==> src/rtl/lux_pkg.sv <==
// lux_pkg: shared types and constants for the lux sensor SPI reader
package lux_pkg;
  typedef enum logic [2:0] {IDLE, SETUP, SHIFT, HOLD, DONE} state_t;
  localparam int LUX_W = 16;
  localparam int FRAME_BITS = 16;
  localparam int AVG_FRAMES = 4;
  localparam int ACC_W = 18;
endpackage

==> src/rtl/lux_spi_reader_sync_2ff.sv <==
// sync_2ff: two-flop synchronizer; ports clk, rst_n (sync, active-low), d (async in), q (synchronized out)
module sync_2ff (
  input  logic clk,
  input  logic rst_n,
  input  logic d,
  output logic q
);
  logic m;
  always_ff @(posedge clk)
    if (!rst_n) {q, m} <= 2'b00;
    else {q, m} <= {m, d};
endmodule

==> src/rtl/lux_spi_reader.sv <==
// lux_spi_reader: periodic SPI mode-0 master reading 16-bit lux samples into a lux_out/data_valid stream
// ports: clk, rst_n (sync, active-low), enable, spi_miso in; spi_sclk, spi_cs_n, lux_out, data_valid, busy out
// LUX_SPI_AVG_EN: when defined, lux_out carries the truncated mean of every 4 frames instead of each raw frame
module lux_spi_reader
  import lux_pkg::*;
#(
  parameter int CLK_DIV = 4,
  parameter int SAMPLE_PERIOD = 100000,
  parameter int CS_SETUP = 2
) (
  input  logic             clk,
  input  logic             rst_n,
  input  logic             enable,
  input  logic             spi_miso,
  output logic             spi_sclk,
  output logic             spi_cs_n,
  output logic [LUX_W-1:0] lux_out,
  output logic             data_valid,
  output logic             busy
);
  localparam int CW = $clog2((2 * CLK_DIV > CS_SETUP ? 2 * CLK_DIV : CS_SETUP) + 1);
  localparam int TW = $clog2(SAMPLE_PERIOD + 1);
  localparam int DW = $clog2(CS_SETUP + 1);
  localparam int BW = $clog2(FRAME_BITS);
  localparam logic [CW-1:0] SETUP_END = CW'(CS_SETUP - 1);
  localparam logic [CW-1:0] HALF = CW'(CLK_DIV);
  localparam logic [CW-1:0] BIT_END = CW'(2 * CLK_DIV - 1);
  localparam logic [CW-1:0] HOLD_END = CW'(CLK_DIV - 1);
  localparam logic [TW-1:0] T_END = TW'(SAMPLE_PERIOD - 1);
  localparam logic [DW-1:0] DWELL_MIN = DW'(CS_SETUP);
  localparam logic [BW-1:0] LAST_BIT = BW'(FRAME_BITS - 1);
  state_t state, state_n;
  logic [CW-1:0] cnt, cnt_n;
  logic [BW-1:0] bit_cnt, bit_n;
  logic [TW-1:0] timer, timer_n;
  logic [DW-1:0] dwell, dwell_n;
  logic [LUX_W-1:0] shreg, result;
  logic pending, miso_s, start, sample, finish, cs_next, sclk_next, emit;
  sync_2ff u_sync (.clk(clk), .rst_n(rst_n), .d(spi_miso), .q(miso_s));
  always_comb begin
    state_n = state;
    cnt_n = cnt + 1'b1;
    bit_n = bit_cnt;
    case (state)
      IDLE: begin
        cnt_n = '0;
        bit_n = '0;
        if (pending && enable && dwell >= DWELL_MIN) state_n = SETUP;
      end
      SETUP: if (cnt == SETUP_END) begin
        state_n = SHIFT;
        cnt_n = '0;
      end
      SHIFT: if (cnt == BIT_END) begin
        cnt_n = '0;
        bit_n = bit_cnt + 1'b1;
        if (bit_cnt == LAST_BIT) state_n = HOLD;
      end
      HOLD: if (cnt == HOLD_END) begin
        state_n = DONE;
        cnt_n = '0;
      end
      default: begin
        state_n = IDLE;
        cnt_n = '0;
      end
    endcase
  end
  assign start = state == IDLE && state_n == SETUP;
  assign sample = state == SHIFT && cnt == BIT_END;
  assign finish = state_n == DONE;
  assign cs_next = state_n == IDLE || state_n == DONE;
  assign sclk_next = state_n == SHIFT && cnt_n >= HALF;
  // timer free-runs with period SAMPLE_PERIOD so expiries keep landing during long frames
  assign timer_n = (start || timer == T_END) ? '0 : timer + 1'b1;
  // dwell counts cycles with cs_n high, saturating once the minimum high time is met
  assign dwell_n = !cs_next ? '0 : (dwell >= DWELL_MIN ? dwell : dwell + 1'b1);
  assign busy = !spi_cs_n;
`ifdef LUX_SPI_AVG_EN
  logic [ACC_W-1:0] acc, sum;
  logic [$clog2(AVG_FRAMES)-1:0] fcnt;
  logic last_frame;
  assign sum = acc + ACC_W'(shreg);
  assign last_frame = fcnt == $bits(fcnt)'(AVG_FRAMES - 1);
  assign emit = finish && last_frame;
  assign result = sum[ACC_W-1 -: LUX_W];
  always_ff @(posedge clk)
    if (!rst_n || (state == IDLE && !enable)) begin
      acc <= '0;
      fcnt <= '0;
    end else if (finish) begin
      acc <= last_frame ? '0 : sum;
      fcnt <= fcnt + 1'b1;
    end
`else
  assign emit = finish;
  assign result = shreg;
`endif
  always_ff @(posedge clk)
    if (!rst_n) begin
      state <= IDLE;
      cnt <= '0;
      bit_cnt <= '0;
      timer <= '0;
      pending <= 1'b1;
      dwell <= DWELL_MIN;
      shreg <= '0;
      spi_cs_n <= 1'b1;
      spi_sclk <= 1'b0;
      lux_out <= '0;
      data_valid <= 1'b0;
    end else begin
      state <= state_n;
      cnt <= cnt_n;
      bit_cnt <= bit_n;
      timer <= timer_n;
      pending <= start ? 1'b0 : (timer_n == T_END ? 1'b1 : pending);
      dwell <= dwell_n;
      spi_cs_n <= cs_next;
      spi_sclk <= sclk_next;
      data_valid <= emit;
      if (sample) shreg <= {shreg[LUX_W-2:0], miso_s};
      if (emit) lux_out <= result;
    end
endmodule

==> config.mk <==
export PLATFORM = sky130hd
export DESIGN_NAME = lux_spi_reader
export DESIGN_NICKNAME = d
export VERILOG_FILES = /design/src/rtl/lux_pkg.sv /design/src/rtl/lux_spi_reader_sync_2ff.sv /design/src/rtl/lux_spi_reader.sv
export SDC_FILE = /design/constraint.sdc
export NUM_CORES = 1
export LEC_CHECK = 0
export CORE_MARGIN = 4
export CORE_UTILIZATION = 57
export DETAILED_ROUTE_END_ITERATION = 8
export PLACE_DENSITY = 0.79
export SYNTH_ARGS = -nofsm -noshare
export SYNTH_HDL_FRONTEND = slang
export SYNTH_HIERARCHICAL = 1
export SYNTH_SLANG_ARGS = --single-unit
==> constraint.sdc <==
create_clock -name clk -period 2.2 [get_ports clk]
set_clock_uncertainty 0.05 [all_clocks]
set_input_delay 0.22 -clock clk [delete_from_list [all_inputs] [get_ports clk]]
set_output_delay 0.22 -clock clk [all_outputs]
set_load 0.02 [all_outputs]
# After elaboration in Yosys (flattened, before gate mapping)

Index checks and enable logic that the tools add are counted.

Register bits after elaboration: 68
Bits of input ports: 4
Logic and storage cells: 65

$add $sub $neg: 4
$lt $le $gt $ge: 2
Eq/ne operators: 14
Mux-type cells: 17
Reductions and logical operators: 14

Operators by type and width:

| kind                                                | number |
|---|---|
| == test 17 bit, second input constant               | 2 |
| adder 17 x 1 -> 17 bit, second input constant       | 1 |
| two-way mux 17 bit                                  | 1 |
| two-way mux 4 bit                                   | 4 |
| two-way mux 3 bit                                   | 5 |
| one-hot mux 3 bit (4 select lines)                  | 1 |
| one-hot mux 4 bit (3 select lines)                  | 1 |
| == test 3 x 2 -> 1 bit, second input constant       | 3 |
| adder 4 x 1 -> 4 bit, second input constant         | 2 |
| one-hot mux 4 bit (2 select lines)                  | 1 |
| == test 3 x 1 -> 1 bit, second input constant       | 2 |
| zero test 3 bit                                     | 2 |
| logical AND 1 bit                                   | 5 |
| == test 4 x 1 -> 1 bit, second input constant       | 1 |
| == test 4 x 2 -> 1 bit, second input constant       | 1 |
| == test 4 x 3 -> 1 bit, second input constant       | 1 |
| == test 4 bit, second input constant                | 1 |
| >= comparator 4 x 3 -> 1 bit, second input constant | 1 |
| two-way mux 2 bit                                   | 2 |
| AND reduction 2 bit                                 | 2 |
| nonzero test 2 bit                                  | 2 |
| == test 3 bit, second input constant                | 1 |
| adder 2 x 1 -> 2 bit, second input constant         | 1 |
| >= comparator 2 bit, second input constant          | 1 |
| other kinds (5)                                     | 7 |

# Logic depth before layout (Yosys ltp)

Gate-level depths: netlist (run 1).

Depth after elaboration: 11
Gate-level depth with buffers: 8

# Hierarchy

Netlist (run 1), hierarchy kept.

Modules (own cells, without submodules):

| module         | instances | cells an instance | area each (µm²) | seq. area each (µm²) |
|---|---|---|---|---|
| lux_spi_reader | 1         | 335               | 2872.8          | 1321.3 |
| sync_2ff       | 1         | 4                 | 52.6            | 40.0 |

# Least setup slack after synthesis (run 1)

Ideal clock, no wire load.

Path kind: register to register
Start point: reg timer[0]
End point: reg pending
Arrival time: 1.799 ns
Path slack: 0.264 ns
Cell stages (with the launch flop): 9
Period minus slack after synthesis: 1.936 ns
Path through: dfxtp_1 ha_1 buf_2 and4_2 buf_2 nand4_1 nor4bb_1 o2111ai_1 o31ai_1

Cells in the longest elaborated chain, start to end: 5

RTL lines:

| element                                                                        | line                  | source |
|---|---|---|
| from (decl)                                                                    | lux_spi_reader.sv:35  | `logic [TW-1:0] timer, timer_n;` |
| from (signal assigned)                                                         | lux_spi_reader.sv:116 | `timer <= timer_n;` |
| parallel branches: the longest is 2 deep, another holds adder 17 x 1 -> 17 bit | --                    |  |
| two-way mux 17 bit (*)                                                         | lux_spi_reader.sv:75  | `assign timer_n = (start \|\| timer == T_END) ? '0 : timer + 1'b1;` |
| == test 17 bit (*)                                                             | lux_spi_reader.sv:117 | `pending <= start ? 1'b0 : (timer_n == T_END ? 1'b1 : pending);` |
| nonzero test 2 bit (no line) (*)                                               | --                    |  |
| to (signal assigned)                                                           | lux_spi_reader.sv:117 |  |
| to (decl)                                                                      | lux_spi_reader.sv:38  | `logic pending, miso_s, start, sample, finish, cs_next, sclk_next, emit;` |

Every way passes the cells marked *.
A chain may end at the register's enable or synchronous reset.

# Final worst setup path (run 1)

Start point: reg cnt[0]
End point: reg spi_sclk

Cells in the longest elaborated chain, start to end: 5

RTL lines:

| element                                                                                  | line                  | source |
|---|---|---|
| from (decl)                                                                              | lux_spi_reader.sv:33  | `logic [CW-1:0] cnt, cnt_n;` |
| from (signal assigned)                                                                   | lux_spi_reader.sv:114 | `cnt <= cnt_n;` |
| adder 4 x 1 -> 4 bit (tied with other cells)                                             | lux_spi_reader.sv:42  | `cnt_n = cnt + 1'b1;` |
| two-way mux 4 bit (tied with other cells)                                                | lux_spi_reader.sv:59  | `HOLD: if (cnt == HOLD_END) begin` |
| one-hot mux 4 bit (3 select lines) or one-hot mux 3 bit (4 select lines) (tied branches) | lux_spi_reader.sv:44  | `case (state)` |
| >= comparator 4 x 3 -> 1 bit or == test 3 x 2 -> 1 bit (tied branches)                   | lux_spi_reader.sv:73  | `assign sclk_next = state_n == SHIFT && cnt_n >= HALF;` |
| logical AND 1 bit (*)                                                                    | lux_spi_reader.sv:73  |  |
| to (signal assigned)                                                                     | lux_spi_reader.sv:120 | `spi_sclk <= sclk_next;` |
| to (decl)                                                                                | lux_spi_reader.sv:15  | `output logic spi_sclk,` |

Every way passes the cells marked *; elsewhere a longest branch is shown, timed or not.

==> impl_metrics.py, run 1 <==
metrics = {
    "sta": {
        "finalCritPeriodShare_pct": 90.7,
        "rsz0062_at_grt": "no",
        "hold_violations": 0,
        "setup_viol": 0,
        "tightest_slew_ps": 513,
        "min_period_ps": 2000,
        "fmax_mhz": 501,
        "tns_ps": 0,
        "slew_headroom_pct": 65.5,
        "setup_ws_ps": 204,
        "finalMaxSlewViolations": 0,
        "whs_ps": 380,
    },
    "global_routing": {
        "grt_overflow_total": 0,
        "first_global_vias": 2311,
        "antenna_found_initial": 0,
        "grt_max_degree": 50,
        "grt_pass1_wl_mm": 10.6,
        "grt_use_total_pct": 21.2,
    },
    "logic_synthesis": {
        "ys_types": 49,
        "syn-num-nets": 347,
        "synth-seq-cells": 68,
        "ys.flop_type": "dfxtp_1",
        "synth_edf_count": 0,
        "synth.area.top_cells": "dfxtp_1 47%, nand2_1 10%, a21boi_0 8.5%",
        "synth_top_area_cell": "dfxtp_1",
        "avgSynthCellArea_um2": 8.63,
        "yosys_warnings": 6,
        "yosysSeqAreaShare_pct": 46.5,
        "synth_top_area_share_pct": 46.5,
        "syn_inst": 339,
        "async_flop_share_pct": 0,
        "synth_area_um2": 2930,
    },
    "setup_path": {
        "critPathArrivalTime_ps": 2240,
        "criticalPathCategory": "reg -> reg",
        "cp_max_fo": 6,
        "path_buf_inv": 0,
        "cp_slowest_cell": "a211oi_1",
        "slowest_delay_ps": 400,
        "crit_required_ps": 2440,
        "worstSetupPathDepth": 6,
        "cp-start-kind": "flop",
        "cp_common_cell": "a211oi_1",
        "critPathTopFamily": "compound AO/OA/AOI/OAI gates",
        "worstPathCellList": "ha_1, mux2_2, a211oi_1, a21oi_1, a211oi_1, o211a_1",
        "ff2ff_path_depth": 6,
        "critPathCaptureType": "flop",
    },
    "power_and_ir_drop": {
        "pwr_density_cell_nw_per_um2": 726,
        "vdd_drop_max_mv": 0.490,
        "power.leakage_nw": 1.23,
        "p_total_mw": 2.52,
    },
    "placed_design": {
        "placedCellCount": 424,
        "dpl.hpwl_mm": 4.14,
        "gp_congestion": 0.899,
        "place_ws_ps": 215,
        "port_buffers": 23,
    },
    "route": {
        "route.vias.total": 2432,
        "drt-total-wl_mm": 6.02,
        "drtAntennaViolNets": 0,
        "first_pass_iters": 4,
        "wl_per_cell_um": 13.7,
        "drt_iter0_drc": 180,
        "routed_via_density": 5.53,
        "drc": 0,
    },
    "floorplanning": {
        "die_w_um": 79.6,
        "core.rowCount": 25,
        "initial_utilization_pct": 60.3,
        "core_um2": 4850,
        "floorplan.die_area_um2": 6340,
        "die_y_um": 79.6,
        "io_pins": 24,
    },
    "outcome": {
        "outcome": "completed",
    },
    "final_layout": {
        "area_growth_pct": 18.8,
        "layout_common_cells": "78 x nand2_1, 67 x dfxtp_1, 33 x a21boi_0, 24 x nor2_1, 23 x clkdlybuf4s50_1",
        "layoutNonFillerInstCount": 440,
        "layout_commonest_cell": "nand2_1",
        "fillCellCount": 385,
        "diodes": 0,
        "drive_gt1_share_pct": 10.7,
        "nNetsFinal": 376,
    },
    "clock_network": {
        "postCtsSetupRepairBufs": 0,
        "cts.sinks": 68,
        "clk_path_buf_depth": 2,
        "cts_root_buf": "clkbuf_8",
        "htreeDepth": 3,
        "clk_pin_slew_ps": 70,
        "numCtsBuffers": 9,
        "cts_tree": "done",
        "clk-insertion-delay-late_ps": 340,
    },
    "min_path": {
        "whs_path_depth": 1,
        "hold_class": "reg -> reg",
    },
    "flow_run": {
        "cap_violations": 0,
    },
}
-- state kept, by name, indices dropped and copies added (netlist names) --
signal      flops
pending         1
data_valid      1
dwell           2
spi_sclk        1
state           3
lux_out        16
bit_cnt         4
u_sync/q        1
timer          17
spi_cs_n        1
u_sync/m        1
cnt             4
result         16
-- per-stage QoR --
step | area, um^2 | util [%]
2_1_floorplan | 2930 | -
3_3_place_gp | 3260 | 67.3
3_5_place_dp | 3260 | 67.3
4_1_cts | 3460 | 71.4
5_1_grt | 3470 | 71.7
6_report | 3470 | 71.7
-- synth_stat cells, drive strengths merged (2+ instances only) --
cell type / number
nor4: 5
inv: 5
xor2: 7
o31a: 2
a211oi: 2
dfxtp: 68
and3: 6
buf: 8
clkbuf: 9
a21oi: 3
nor3: 6
and4: 3
o211a: 4
a21boi: 34
nor3b: 3
o211ai: 2
xnor2: 8
ha: 4
a31oi: 2
nand2: 78
and2: 8
a311oi: 2
nand3: 13
nor2: 24
nand2b: 3
nand4: 5
nor2b: 3
o21ai: 6
-- worst reg2reg max path, delay by kind of cell (launching register included) --
| kind | cells | cell delay [ps] |
|---|---|---|
| muxes | 1 | 280 |
| AOI/OAI and AO/OA | 4 | 1020 |
| adders and majority gates | 1 | 270 |
| DFF | 1 | 340 |
-- power by group --
group	switching (mW)	leakage (nW)	internal, mW
logic	0.108	0.575	0.0833
clock network	0.465	0.109	0.577
registers	0.0293	0.550	1.26
-- area by class of cell --
| class | count | area, um^2 | area share, % |
|---|---|---|---|
| clock buffers | 11 | 151 | 4.36 |
| clock inverters | 5 | 50.0 | 1.44 |
| inverters | 5 | 18.8 | 0.540 |
| multi-input cells | 249 | 1490 | 42.8 |
| flip-flops and latches | 68 | 1360 | 39.2 |
| well taps | 67 | 83.8 | 2.41 |
| repair buffers | 35 | 320 | 9.22 |
-- repair_timing --
item	in CTS	in global routing
setup endpoints to repair	0	1
hold buffers	0	0
gates resized for setup	0	4
-- final timing paths --
check,from,endpoint,slack [ps]
setup / recovery,cnt[0],spi_sclk,200
hold / removal,u_sync/m,u_sync/q,380
setup reg to reg,cnt[0],spi_sclk,200
hold reg to reg,u_sync/m,u_sync/q,380
-- cell families (layout without fill, tap and decap cells) --
family | after synthesis | count (layout) | synth area share (%)
buffers and inverters | 22 | 56 | 3.17
muxes | 2 | 2 | 0.727
adders and majority gates | 4 | 4 | 1.71
xor gates and xnor gates | 15 | 15 | 4.49
AOI/OAI and AO/OA | 63 | 63 | 16.0
DFF | 68 | 68 | 46.5
and+or+nand+nor | 165 | 165 | 27.4
-- layer usage --
metal  track usage, %  share of wire [%]
met1             28.5                 49
met2             32.4                 44
met3             6.43                5.4
met4             7.04                1.2
met5                0                  0
(Power assumes the default switching activity.)
==> run 2, diff against run 1 <==
--- a/config.mk
+++ b/config.mk
@@ -5,6 +5,7 @@
 export SDC_FILE = /design/constraint.sdc
 export NUM_CORES = 1
 export LEC_CHECK = 0
+export CORE_ASPECT_RATIO = 1.2
 export CORE_MARGIN = 4
 export CORE_UTILIZATION = 57
 export DETAILED_ROUTE_END_ITERATION = 8
==> impl_metrics.py, run 2 (synthesized netlist as in run 1, its figures left out) <==
metrics = {
    "outcome": {
        "outcome": "completed",
    },
    "final_layout": {
        "diodes": 0,
        "postLayoutCoreUtil_pct": 69.6,
        "area_growth_pct": 17.5,
        "nNetsFinal": 373,
        "layout_commonest_cell": "nand2_1",
        "fillCellCount": 399,
        "layout_common_cells": "78 x nand2_1, 67 x dfxtp_1, 33 x a21boi_0, 24 x nor2_1, 23 x clkdlybuf4s50_1",
        "drive_gt1_share_pct": 9.49,
        "largest_reg_flops": 17,
        "regMostFlops": "timer",
    },
    "sta": {
        "setup_ws_ps": 184,
        "tightest_slew_ps": 515,
        "finalMaxSlewViolations": 0,
        "slew_headroom_pct": 65.6,
        "hold_violations": 0,
        "setup_viol": 0,
        "min_period_ps": 2020,
        "fmax_mhz": 496,
        "rsz0062_at_grt": "no",
        "finalCritPeriodShare_pct": 91.6,
        "tns_ps": 0,
    },
    "placed_design": {
        "dpl.hpwl_mm": 3.93,
        "gp_congestion": 0.930,
        "place_ws_ps": 130,
        "port_buffers": 23,
    },
    "global_routing": {
        "first_global_vias": 2277,
        "grt_overflow_total": 0,
        "grt_pass1_wl_mm": 9.93,
        "antenna_found_initial": 0,
        "grt_use_total_pct": 20.0,
        "grt_max_degree": 50,
    },
    "min_path": {
        "hold_class": "reg -> reg",
    },
    "power_and_ir_drop": {
        "power.leakage_nw": 1.21,
        "vdd_drop_max_mv": 0.524,
        "pwr_density_cell_nw_per_um2": 717,
    },
    "route": {
        "drc": 0,
        "route.vias.total": 2384,
        "drt_iter0_drc": 145,
        "drtAntennaViolNets": 0,
        "first_pass_iters": 4,
        "routed_via_density": 5.56,
        "wl_per_cell_um": 13.2,
        "drt-total-wl_mm": 5.65,
    },
    "clock_network": {
        "postCtsSetupRepairBufs": 0,
        "cts_root_buf": "clkbuf_8",
        "clk_pin_slew_ps": 70,
        "postCtsHoldBufs": 0,
        "htreeDepth": 3,
        "cts_tree": "done",
        "cts.sinks": 68,
        "clk-insertion-delay-late_ps": 340,
        "clk_path_buf_depth": 2,
        "numCtsBuffers": 9,
    },
    "floorplanning": {
        "die_y_um": 86.5,
        "initial_utilization_pct": 59.2,
        "die_w_um": 73.4,
        "io_pins": 24,
        "core.rowCount": 28,
        "core_um2": 4940,
        "floorplan.die_area_um2": 6350,
    },
    "setup_path": {
        "slowest_delay_ps": 430,
        "critPathCaptureType": "flop",
        "crit_required_ps": 2440,
        "criticalPathCategory": "reg -> reg",
        "cp_max_fo": 6,
        "worstPathCellList": "ha_1, mux2_2, a211oi_1, a21oi_1, a211oi_1, o211a_1",
        "cp-start-kind": "flop",
        "cp_slowest_cell": "a211oi_1",
        "critPathArrivalTime_ps": 2250,
        "cp_common_cell": "a211oi_1",
    },
    "flow_run": {
        "cap_violations": 0,
    },
}
[run 2: per-layer routing]
layer | track usage (%) | vias up | share of wire, %
li1 | - | 1214 | -
met1 | 24.3 | 1096 | 44
met2 | 32.0 | 57 | 49
met3 | 4.41 | 17 | 3.9
met4 | 12.0 | 0 | 3.0
met5 | 0 | - | 0
[run 2: power breakdown]
part	total, mW	leakage [nW]	switching [mW]	internal [mW]
registers	1.29	0.550	0.0295	1.26
logic	0.182	0.563	0.103	0.0790
clock network	0.990	0.0979	0.448	0.541
[run 2: metrics by stage]
stage | std cells | hold slack (ps) | power (mW) | area [um^2]
floorplan | 339 | 292 | 1.43 | 2930
global placement | 414 | 382 | 1.49 | 3240
detailed placement | 414 | 391 | 1.50 | 3240
CTS | 429 | 403 | 2.49 | 3430
global route | 429 | 424 | 2.58 | 3440
finish | 429 | 407 | 2.46 | 3440
[run 2: repair_timing]
item / 4_1_cts / 5_1_grt
hold endpoints to repair: 0 / 0
endpoints found under the setup margin: 0 / 1
resized for setup: 0 / 2
[run 2: area by class of cell]
class,instances,area (um^2),area share [%]
clock buffers,10,138,4.00
repair buffers,32,310,9.03
clock inverters,5,52.6,1.53
well taps,60,75.1,2.18
inverters,5,18.8,0.546
flip-flops and latches,68,1360,39.6
multi-input cells,249,1480,43.1
[run 2: worst paths after layout]
path	to	startpoint	slack, ps	depth (start not counted)
worst max-delay path	spi_sclk	cnt[0]	180	6
worst min-delay path	u_sync/q	u_sync/m	410	1
worst max register to register	spi_sclk	cnt[0]	180	6
worst min register to register	u_sync/q	u_sync/m	410	1
[run 2: worst max-delay path: cells and delay by family, from the launching register on]
kind | cells | cell delay, ps
flip-flops | 1 | 340
adder cells (fa/ha/maj) | 1 | 270
AO/OA/AOI/OAI | 4 | 1010
multiplexers | 1 | 290
